### config.mk
export PLATFORM = sky130hd
export DESIGN_NAME = golden_nonce_queue
export DESIGN_NICKNAME = d
export VERILOG_FILES = /design/src/rtl/golden_nonce_queue.sv
export SDC_FILE = /design/constraint.sdc
export NUM_CORES = 1
export LEC_CHECK = 0
export ABC_AREA = 1
export CAP_MARGIN = 10
export CORE_UTILIZATION = 30
export CTS_BUF_LIST = sky130_fd_sc_hd__clkbuf_4 sky130_fd_sc_hd__clkbuf_8
export DETAILED_ROUTE_END_ITERATION = 7
export PLACE_DENSITY_LB_ADDON = 0.08
export SLEW_MARGIN = 30
export SYNTH_ARGS = -nofsm -noshare
export SYNTH_HDL_FRONTEND = slang
export SYNTH_SLANG_ARGS = --single-unit
### constraint.sdc
create_clock -name hash_clk -period 3.2 [get_ports hash_clk]
set_input_delay 0.64 -clock hash_clk [delete_from_list [all_inputs] [get_ports hash_clk]]
set_output_delay 0.64 -clock hash_clk [all_outputs]
set_load 0.05 [all_outputs]
### src/rtl/golden_nonce_queue.sv
// Golden nonce queue: buffers hits from the hasher control unit until the
// comm block consumes them. Captured nonces are lag-corrected, deduplicated
// against the last accepted value, and dropped (and counted) when full.
// DEPTH must be a power of two in 2..16 so the pointers wrap naturally.
module golden_nonce_queue #(
    parameter int          DEPTH            = 4,
    parameter logic [31:0] NONCE_CORRECTION = 32'd0
) (
    input  logic                     hash_clk,
    input  logic                     reset,
    input  logic                     new_work,
    input  logic                     rx_golden,
    input  logic [31:0]              rx_nonce,
    output logic                     tx_valid,
    output logic [31:0]              tx_nonce,
    input  logic                     tx_ack,
    output logic [$clog2(DEPTH):0]   tx_count,
    output logic [15:0]              overflow_count
);
    localparam int AW = $clog2(DEPTH);
    localparam int CW = AW + 1;
    localparam logic [CW-1:0] C_FULL = CW'(DEPTH);

    logic [31:0]   r_mem [DEPTH];
    logic [AW-1:0] r_wr_ptr;
    logic [AW-1:0] r_rd_ptr;
    logic [CW-1:0] r_count;
    logic [15:0]   r_ovf;
    logic [31:0]   r_last;
    logic          r_last_vld;

    logic [31:0]   w_corr;
    logic          w_dup;
    logic          w_full;
    logic          w_empty;
    logic          w_pop;
    logic          w_push_req;
    logic          w_push;
    logic          w_drop;

    // new_work discards whatever arrives in the same cycle: it belongs to stale work
    assign w_corr     = rx_nonce - NONCE_CORRECTION;
    assign w_dup      = r_last_vld && (w_corr == r_last);
    assign w_full     = (r_count == C_FULL);
    assign w_empty    = (r_count == '0);
    assign w_pop      = !new_work && tx_ack && !w_empty;
    assign w_push_req = !new_work && rx_golden && !w_dup;
    // a simultaneous pop frees the slot, so a full queue still accepts
    assign w_push     = w_push_req && (!w_full || w_pop);
    assign w_drop     = w_push_req && w_full && !w_pop;

    // Outputs come from registers only; no path from rx_* to any output
    assign tx_valid       = !w_empty;
    assign tx_nonce       = w_empty ? 32'd0 : r_mem[r_rd_ptr];
    assign tx_count       = r_count;
    assign overflow_count = r_ovf;

    // Entry storage: written on accepted pushes, never reset
    always_ff @(posedge hash_clk) begin
        if (w_push) begin
            r_mem[r_wr_ptr] <= w_corr;
        end
    end

    // Pointers and occupancy; flush on new_work
    always_ff @(posedge hash_clk or posedge reset) begin
        if (reset) begin
            r_wr_ptr <= '0;
            r_rd_ptr <= '0;
            r_count  <= '0;
        end else if (new_work) begin
            r_wr_ptr <= '0;
            r_rd_ptr <= '0;
            r_count  <= '0;
        end else begin
            if (w_push) begin
                r_wr_ptr <= r_wr_ptr + 1'b1;
            end
            if (w_pop) begin
                r_rd_ptr <= r_rd_ptr + 1'b1;
            end
            case ({w_push, w_pop})
                2'b10:   r_count <= r_count + 1'b1;
                2'b01:   r_count <= r_count - 1'b1;
                default: r_count <= r_count;
            endcase
        end
    end

    // Last accepted nonce for duplicate suppression
    always_ff @(posedge hash_clk or posedge reset) begin
        if (reset) begin
            r_last     <= '0;
            r_last_vld <= 1'b0;
        end else if (new_work) begin
            r_last_vld <= 1'b0;
        end else if (w_push) begin
            r_last     <= w_corr;
            r_last_vld <= 1'b1;
        end
    end

    // Saturating drop counter; survives new_work
    always_ff @(posedge hash_clk or posedge reset) begin
        if (reset) begin
            r_ovf <= '0;
        end else if (w_drop && (r_ovf != 16'hFFFF)) begin
            r_ovf <= r_ovf + 16'd1;
        end
    end

endmodule

Word-level counts from Yosys, hierarchy flattened
Memory sizes are Yosys's and may differ from the RTL's.
Cells that the tools add are included.
Cells by class
  equal/unequal tests: 5
  bitwise operators: 1
  $add $sub $neg: 5
  reductions and logical operators: 20
  mux-type cells: 11
Operators with widths (count)
  32-bit equality test: 1
  32-bit two-way mux: 1
  16-bit by 1-bit adder with 16-bit output (second input constant): 1
  16-bit inequality test (second input constant): 1
  1-bit logical AND: 9
  2-bit two-way mux: 4
  3-bit case mux with 2 select lines: 1
  1-bit zero test: 5
  2-bit by 1-bit adder with 2-bit output (second input constant): 2
  1-bit two-way mux: 4
  2-bit nonzero test: 2
  3-bit by 1-bit adder with 3-bit output (second input constant): 1
  3-bit equality test (second input constant): 1
  3-bit zero test: 1
  3-bit two-way mux: 1
  3-bit nonzero test: 1
  3-bit by 1-bit subtractor with 3-bit output (second input constant): 1
  2-bit by 1-bit equality test with 1-bit output (second input constant): 1
  2-bit equality test (second input constant): 1
  2-bit AND reduction: 1
  1-bit logical OR: 1
  1-bit inverter: 1
Word-level totals
  memories: 1
  logic and storage cells: 49
  bits of input ports: 37
  bits in writable memories: 128
  flip-flop bits (word level): 56
  output and inout port bits: 52
Memory list
  r_mem: depth 4, bits a word 32, read ports 1, clocked after memory_dff 0, wr ports 1, RTL line 24  | logic [31:0] r_mem [DEPTH];

Logic depth before layout (Yosys ltp)
Gate-level depths: netlist of run 1.
  depth in word-level cells: 8
  gate-level depth with buffers: 18
  depth with buffers taken out: 18

Least setup slack after synthesis of run 1
Ideal clock, no wire load.
  path type: register to register
  from: register r_count[1], in the netlist tx_count[1]
  to: memory r_mem[0][0], enable pin
  buffers on the path: 1
  required time: 2.779 ns
  clock period less this slack: 3.422 ns
  data arrival time: 3.001 ns
  stages on the path, launching flop included: 10
  slack: -0.222 ns
  library setup time: 0.421 ns
  cell sequence: dfrtp_1 nor2_2 inv_2 nor2_4 nor2_1 nand2_2 nand3_2 nand3_2 buf_1 nor2_1
Between the ends
  cells in the longest elaborated chain, start to end: 7
  elaborated cells between the ends (all ways): 9
  those cells by class: eq/ne (1); mux (2); reduce/logical (6)
Ends and longest elaborated chain
  start: declaration: RTL line 27  | logic [CW-1:0] r_count;
  start signal: assignment: RTL line 83  | 2'b10: r_count <= r_count + 1'b1;
  start signal: assignment: RTL line 84  | 2'b01: r_count <= r_count - 1'b1;
  start signal: assignment: RTL line 85  | default: r_count <= r_count;
  3-bit zero test: RTL line 45  | assign w_empty = (r_count == '0);
  1-bit zero test: RTL line 46  | assign w_pop = !new_work && tx_ack && !w_empty;
  1-bit logical AND: RTL line 46
  1-bit logical OR (*): RTL line 49  | assign w_push = w_push_req && (!w_full || w_pop);
  1-bit logical AND (*): RTL line 49
  1-bit two-way mux (*): RTL line 60  | if (w_push) begin
  1-bit two-way mux (implied by the code) (*): RTL line 61  | r_mem[r_wr_ptr] <= w_corr;
  end: declaration: RTL line 24
Mark *: on every way between the ends. The rest lies on a longest branch, timed or not.

Final worst setup path of run 1
  from: register r_rd_ptr[0]
  to: output port tx_nonce[0]
Between the ends
  cells in the longest elaborated chain, start to end: 2
Ends and longest elaborated chain
  start: declaration: RTL line 26  | logic [AW-1:0] r_rd_ptr;
  start signal: assignment: RTL line 80  | r_rd_ptr <= r_rd_ptr + 1'b1;
  memory read 4 x 32 bit
  32-bit two-way mux: RTL line 54  | assign tx_nonce = w_empty ? 32'd0 : r_mem[r_rd_ptr];
  end: declaration: RTL line 15  | output logic [31:0] tx_nonce,
No other way between the ends.

==> results of run 1 <==
-- kinds of logic (layout without fill, tap and decap cells) --
| kind of cell | count (synthesis) | count (layout) |
|---|---|---|
| and+or+nand+nor | 348 | 348 |
| buffers and inverters | 105 | 234 |
| AOI/OAI and AO/OA | 140 | 140 |
| DFF | 184 | 184 |
| adders and majority gates | 6 | 6 |
| xor gates and xnor gates | 27 | 27 |
-- power breakdown --
group	internal [mW]	leakage (nW)	switching, mW
registers	2.70	1.86	0.0969
clock network	0.711	0.201	0.855
logic	0.577	2.04	0.953
-- critical path: cells and delay by family (launching register included) --
family          cells  cell delay, ns
buf+inv             3            0.75
compound gates      2            0.51
flops               1            0.44
-- layer usage --
metal  track usage  wire length (microns)  vias to the layer above
met2         0.249                   9480                      110
met5             0                      0                        -
met3        0.0296                    766                       10
met4        0.0366                    138                        0
met1         0.211                   9610                     2749
li1              -                      -                     2892
-- worst max path at each step --
| stage | from | endpoint | slack, ns |
|---|---|---|---|
| floorplan | tx_count[1]$_DFFE_PP0P_ | r_mem[0][0]$_DFFE_PP_ | -0.22 |
| global placement | rx_nonce[15] | tx_count[2]$_DFFE_PP0P_ | 0.02 |
| detailed placement | rx_nonce[13] | tx_count[2]$_DFFE_PP0P_ | 0.04 |
| CTS | r_rd_ptr[0]$_DFFE_PP0P_ | tx_nonce[31] | 0.32 |
| global route | r_rd_ptr[0]$_DFFE_PP0P_ | tx_nonce[15] | 0.11 |
| finish | r_rd_ptr[0]$_DFFE_PP0P_ | tx_nonce[0] | 0.40 |
-- cell type report --
class	instances	area, sq um
flip-flops and latches	184	5250
clock buffers	18	241
multi-input cells	521	2420
clock inverters	14	146
fillers	2566	15800
repair buffers	130	1630
well taps	335	419
inverters	72	270
-- per-stage QoR --
stage / utilization / TNS (ns)
floorplan: - / -28.38
global placement: 0.381 / 0
detailed placement: 0.381 / 0
CTS: 0.396 / 0
global route: 0.396 / 0
finish: 0.396 / 0
-- sequential cells by signal, summed over array words and instances, names as in the netlist --
signal          count
r_rd_ptr            2
overflow_count     16
r_mem             128
r_last_vld          1
r_wr_ptr            2
r_last             32
tx_count            3
-- synthesized netlist by cell type, types with 6 or more instances --
master,n,area [sq um]
nand2_1,156,586
xor2_1,14,123
clkbuf_1,21,78.8
o21ai_0,71,355
buf_2,6,30.0
nand3_1,14,70.1
dfrtp_1,56,1400
nor2_1,161,604
a21oi_1,34,170
xnor2_1,13,114
edfxtp_1,128,3840
clkinv_1,6,22.5
o21ai_1,33,165
nor3_1,6,30.0
inv_2,15,56.3
inv_1,51,191
-- cell usage in the layout (no fill, tap or decap), types with 17 or more instances in the layout --
cell             Yosys  routed
edfxtp_1           128     128
a21oi_1             34      34
clkbuf_8             0      17
buf_12               0      41
o21ai_1             33      33
nand2_1            156     156
clkdlybuf4s50_1      0      56
nor2_1             161     157
inv_1               51      50
o21ai_0             71      71
dfrtp_1             56      55
buf_4                1      33
==> out/results.ini, run 1 <==
[yosys]
synth_warnings = 0
syn_area_per_cell_sq_um = 9.93
postSynthRegisterBits = 184
synthesized_area_fraction_occupied_by_ao_oa_aoi_and_oai_cells = 0.0874
yosys-mux-area-fraction = 0
synth_fa_ha_area_frac = 0.0103
syn_area_sq_mm = 0.00804
mappedNetlistNets = 853
synth_seq_area_share = 0.652
netlist-cell-type-count = 28
combinational_family_with_the_most_area_after_synthesis = simple AND/OR/NAND/NOR gates
synthSimpleGateAreaFrac = 0.170
main_flop_type_after_synthesis = edfxtp_1
synth-edff-count = 128
ys_async_sr_fraction = 0.304
synthCells = 810
post_synth_xor_area_fraction = 0.0294

[setup_path]
worstSetupPathType = flip-flop to primary output
cp_cell_sequence = clkinv_1 -> buf_12 -> o21ai_0 -> a21oi_1 -> buf_12
r2r.worst_path.cells = 8
cp-start-kind = flip-flop
crit_slowest_cell = dfrtp_2
rr_endpoint = r_wr_ptr[0]$_DFFE_PP0P_
most_common_cell_type_on_the_critical_path = buf_12
path_max_fanout = 50
cp_slowest_stage_delay_ns = 0.44
worst_ep_required_time_ns = 2.56
reg2reg_slack_ns = 0.95
setup.worst_path.end_class = primary output
arrival_worst_endpoint_ns = 2.16
critical_path.reg2reg.startpoint = tx_count[2]$_DFFE_PP0P_

[placement]
buffer_ports.inserted = 88
dp.cells = 1242
detailedPlace.worstSlack_ns = 0.0358
dp.final_hpwl_microns = 12700
place_congestion = 0.736
dpl-instance-area_sq_mm = 0.00999

[clocking]
cts_sinks = 184
htree_num_levels = 4
clock_path_buffers = 2
post_cts.resized_instances = 0
cts_made_buffers = 17
clock_tree_from_tritoncts = yes
source_to_sink_clock_delay_at_the_later_pin_of_the_worst_skew_pair_ns = 0.46
cts_root_buffer = clkbuf_8
post-cts-setup-buffers = 0
cts_hold_buffers = 0
path_clk_slew_ns = 0.10

[final_layout]
layout_cell_share_with_drive_strength_beyond_1 = 0.140
instances_no_fill = 1274
final_net_count = 969
layout_overhead_on_the_synthesized_area_pct = 29.0
antennaDiodeCount = 0
post-route-cell-area_sq_mm = 0.0104

[global_routing]
grt_pass1_wl_microns = 32100
vias_in_the_first_global_route = 5751
grtUsageTotal = 0.153
grt_start_max_net_pins = 68
grt_remaining_overflow = 0
number_of_antenna_violations_at_the_first_check_in_global_routing = 0

[die]
pin_count = 89
chipWidth_microns = 166
initial_core_util = 0.307
placement_rows = 59
design.core.area_sq_mm = 0.0262
die_height_microns = 166
die-area_sq_mm = 0.0275

[power]
p_leak_nw = 4.11
fin_total_pwr_mw = 5.89
worst_ir_drop_vdd_mv = 0.213
p_per_cell_area_mw_per_mm2 = 568

[sta]
count_of_final_max_slew_check_failures = 0
worst_slack_ns = 0.395
setup_repair_after_global_routing_missed_its_margin = false
final_period_minus_worst_setup_slack_ns = 2.80
achievable-frequency_ghz = 0.357
min_period_over_period = 0.876
report.final.hold_viol_count = 0
final.hold.worst_slack_ns = 0.504
finalSetupViolCount = 0
tightestPinTransition_ns = 0.615
finalClockSkew_ns = 0.0165
slew-limit-headroom = 0.590

[hold_path]
holdCritPathClass = flip-flop to flip-flop
end_point_of_the_worst_hold_path = r_last[16]$_DFFE_PP0P_
hold_depth = 2
hold_start = r_last[16]$_DFFE_PP0P_

[routing]
wl_per_cell_microns = 15.7
dr_total_vias = 5761
drc_marker_count_from_the_first_detailed_route_iteration = 334
antenna_violating_nets_left = 0
route.detailed.drc = 5
wl_microns = 20000
routed_via_density = 4.52
firstDrtPassIters = 8

[outcome]
result_of_the_run = finished, violations left
failed_checks = design-rule violations

[run]
max_cap_violations = 0

Power figures use the tool's default switching activity.
==> inputs of run 2 (changes only) <==
Settings changed: CORE_MARGIN set to 2, CTS_CLUSTER_DIAMETER set to 80.
==> run 2 against run 1 <==
  * The run now ends clean
  * Clock power grew 6%
  * Combinational power about the same
  * Register-to-register slack worse by 0.08 ns
  * Global-route usage is 0.55 points lower
  * Critical path depth increased by 1
  * Count of clock-buffer cells in the layout increased by 1
  * Die area rose by 2.4%
  * Non-clock buffer count stayed put
==> out/results.ini, run 2 (synthesis gave the netlist of run 1 again) <==
[setup_path]
levels_on_crit_path = 6  ; +1
worst_path_dominant_cell_family = buffers and inverters
critical_path.reg2reg.startpoint = tx_count[1]$_DFFE_PP0P_
setup.worst_path.end_class = primary output
critical_path.n_buffers_inverters = 3  ; unchanged
worst_ep_required_time_ns = 2.56  ; about the same
path_max_fanout = 25  ; -50%
worstSetupPathType = flip-flop to primary output
reg2reg_slack_ns = 0.87  ; -0.08 ns
cp_cell_sequence = clkinv_1 -> buf_12 -> nor2_1 -> o21ai_0 -> a21oi_1 -> buf_12
cp_slowest_stage_delay_ns = 0.37  ; -0.07 ns
rr_endpoint = overflow_count[3]$_DFFE_PP0P_
r2r.worst_path.cells = 11  ; +3
most_common_cell_type_on_the_critical_path = buf_12
arrival_worst_endpoint_ns = 2.26  ; +0.10 ns
crit_slowest_cell = clkinv_1
cp-start-kind = flip-flop

[sta]
min_period_over_period = 0.905  ; +0.0289
worst_slack_ns = 0.303  ; -0.0924 ns
final.hold.worst_slack_ns = 0.466  ; -0.0378 ns
slew-limit-headroom = 0.639  ; +0.0496
setup_repair_after_global_routing_missed_its_margin = false
final_period_minus_worst_setup_slack_ns = 2.90  ; +0.0924 ns
tightestPinTransition_ns = 0.541  ; -0.0743 ns
report.final.hold_viol_count = 0  ; unchanged
achievable-frequency_ghz = 0.345  ; -3.2%
setup-tns-final_ns = 0  ; unchanged
count_of_final_max_slew_check_failures = 0  ; unchanged
finalSetupViolCount = 0  ; unchanged
finalClockSkew_ns = 0.0185  ; +0.00198 ns

[final_layout]
area_used_by_sequential_logic_in_the_layout_sq_mm = 0.00525  ; unchanged
post-route-cell-area_sq_mm = 0.0104  ; about the same
layout_cell_share_with_drive_strength_beyond_1 = 0.141  ; +0.00106
final_net_count = 969  ; unchanged
instances_no_fill = 1274  ; unchanged
postLayoutCoreUtil = 0.396  ; about the same
antennaDiodeCount = 0  ; unchanged
layout_overhead_on_the_synthesized_area_pct = 29.1  ; about the same
final_cell_mix = 157 x nor2_1, 156 x nand2_1, 128 x edfxtp_1, 71 x o21ai_0, 56 x clkdlybuf4s50_1
layout.filler_cells = 2587  ; +0.82%
largest-register = r_mem
layout_commonest_cell = nor2_1
multi_input_area_sq_mm = 0.00242  ; unchanged
largest_reg_flops = 128  ; unchanged

[die]
placement_rows = 59  ; unchanged
initial_core_util = 0.307  ; unchanged
pin_count = 89  ; unchanged
die-area_sq_mm = 0.0281  ; +2.4%
die_height_microns = 168  ; +1.2%
design.core.area_sq_mm = 0.0262  ; unchanged
chipWidth_microns = 168  ; +1.2%

[global_routing]
vias_in_the_first_global_route = 5600  ; -2.6%
grt_pass1_wl_microns = 31700  ; -1.2%
grtUsageTotal = 0.148  ; -0.00548
grt_remaining_overflow = 0  ; unchanged
number_of_antenna_violations_at_the_first_check_in_global_routing = 0  ; unchanged
grt_start_max_net_pins = 39  ; -43%

[placement]
dp.final_hpwl_microns = 12800  ; +0.21%
detailedPlace.worstSlack_ns = -0.00560  ; -0.0414 ns
place_congestion = 0.757  ; +2.9%
buffer_ports.inserted = 88  ; unchanged
dpl-instance-area_sq_mm = 0.00996  ; -0.25%
dp.cells = 1242  ; unchanged

[clocking]
post_cts.resized_instances = 0  ; unchanged
cts_hold_buffers = 0  ; unchanged
cts_root_buffer = clkbuf_8
htree_num_levels = 4  ; unchanged
cts_made_buffers = 17  ; unchanged
clock_path_buffers = 2  ; unchanged
source_to_sink_clock_delay_at_the_later_pin_of_the_worst_skew_pair_ns = 0.46  ; about the same
cts_sinks = 184  ; unchanged
path_clk_slew_ns = 0.09  ; about the same
clock_tree_from_tritoncts = yes
post-cts-setup-buffers = 0  ; unchanged

[power]
p_per_cell_area_mw_per_mm2 = 576  ; +1.5%
worst_ir_drop_vdd_mv = 0.244  ; +14%
fin_total_pwr_mw = 5.98  ; +1.6%
p_leak_nw = 4.11  ; about the same

[routing]
route.detailed.drc = 0  ; -5
antenna_violating_nets_left = 0  ; unchanged
routed_via_density = 4.46  ; -1.5%
firstDrtPassIters = 4  ; -4
drc_marker_count_from_the_first_detailed_route_iteration = 311  ; -6.9%
dr_total_vias = 5677  ; -1.5%
wl_per_cell_microns = 15.6  ; -0.44%
wl_microns = 19900  ; -0.44%

[run]
max_cap_violations = 0  ; unchanged

[hold_path]
holdCritPathClass = primary input to async pin

[outcome]
result_of_the_run = completed

run 2: cell count changes in the layout (fill, tap and decap cells not counted), sizes merged:
cell      before  now
bufinv         2    3
clkbuf        18   19
clkinv        12   10
clkinvlp       1    2
inv           71   70
run 2: worst reg2reg max path, cell delays in order, from the launching register on:
cell     delay, ns
dfrtp_1       0.44
nor2_2        0.18
inv_2         0.06
nor2_4        0.17
nor2_1        0.09
nand2_2       0.13
nand3_2       0.12
a31oi_1       0.23
nand3_1       0.27
inv_2         0.29
nand2_1       0.10
xnor2_1       0.13
run 2: layout make-up:
class	count	share of cell area
multi-input cells	521	0.233
clock inverters	13	0.0164
well taps	335	0.0404
inverters	72	0.0260
repair buffers	130	0.154
flip-flops and latches	184	0.505
clock buffers	19	0.0240
run 2: worst max path at each step:
stage,to,slack [ns],from
2_1_floorplan,r_mem[0][0]$_DFFE_PP_,-0.22,tx_count[1]$_DFFE_PP0P_
3_3_place_gp,tx_count[2]$_DFFE_PP0P_,0.0009,rx_nonce[9]
3_5_place_dp,tx_count[2]$_DFFE_PP0P_,-0.006,rx_nonce[11]
4_1_cts,tx_nonce[31],0.22,r_rd_ptr[1]$_DFFE_PP0P_
5_1_grt,tx_nonce[0],0.09,r_rd_ptr[1]$_DFFE_PP0P_
6_report,tx_nonce[0],0.30,r_rd_ptr[1]$_DFFE_PP0P_
run 2: report_power, final:
group	leakage, nW	switching (mW)	total (mW)	internal, mW
clock network	0.210	0.863	1.67	0.803
registers	1.86	0.0987	2.80	2.70
logic	2.04	0.949	1.52	0.572
total	4.11	1.91	5.98	4.07
run 2: per-layer routing:
layer / global-route usage / wire [microns] / vias to the layer above
met2: 0.237 / 9190 / 84
met4: 0.0382 / 218 / 0
met1: 0.207 / 9980 / 2682
li1: - / - / 2893
met5: 0 / 0 / -
met3: 0.0267 / 527 / 18
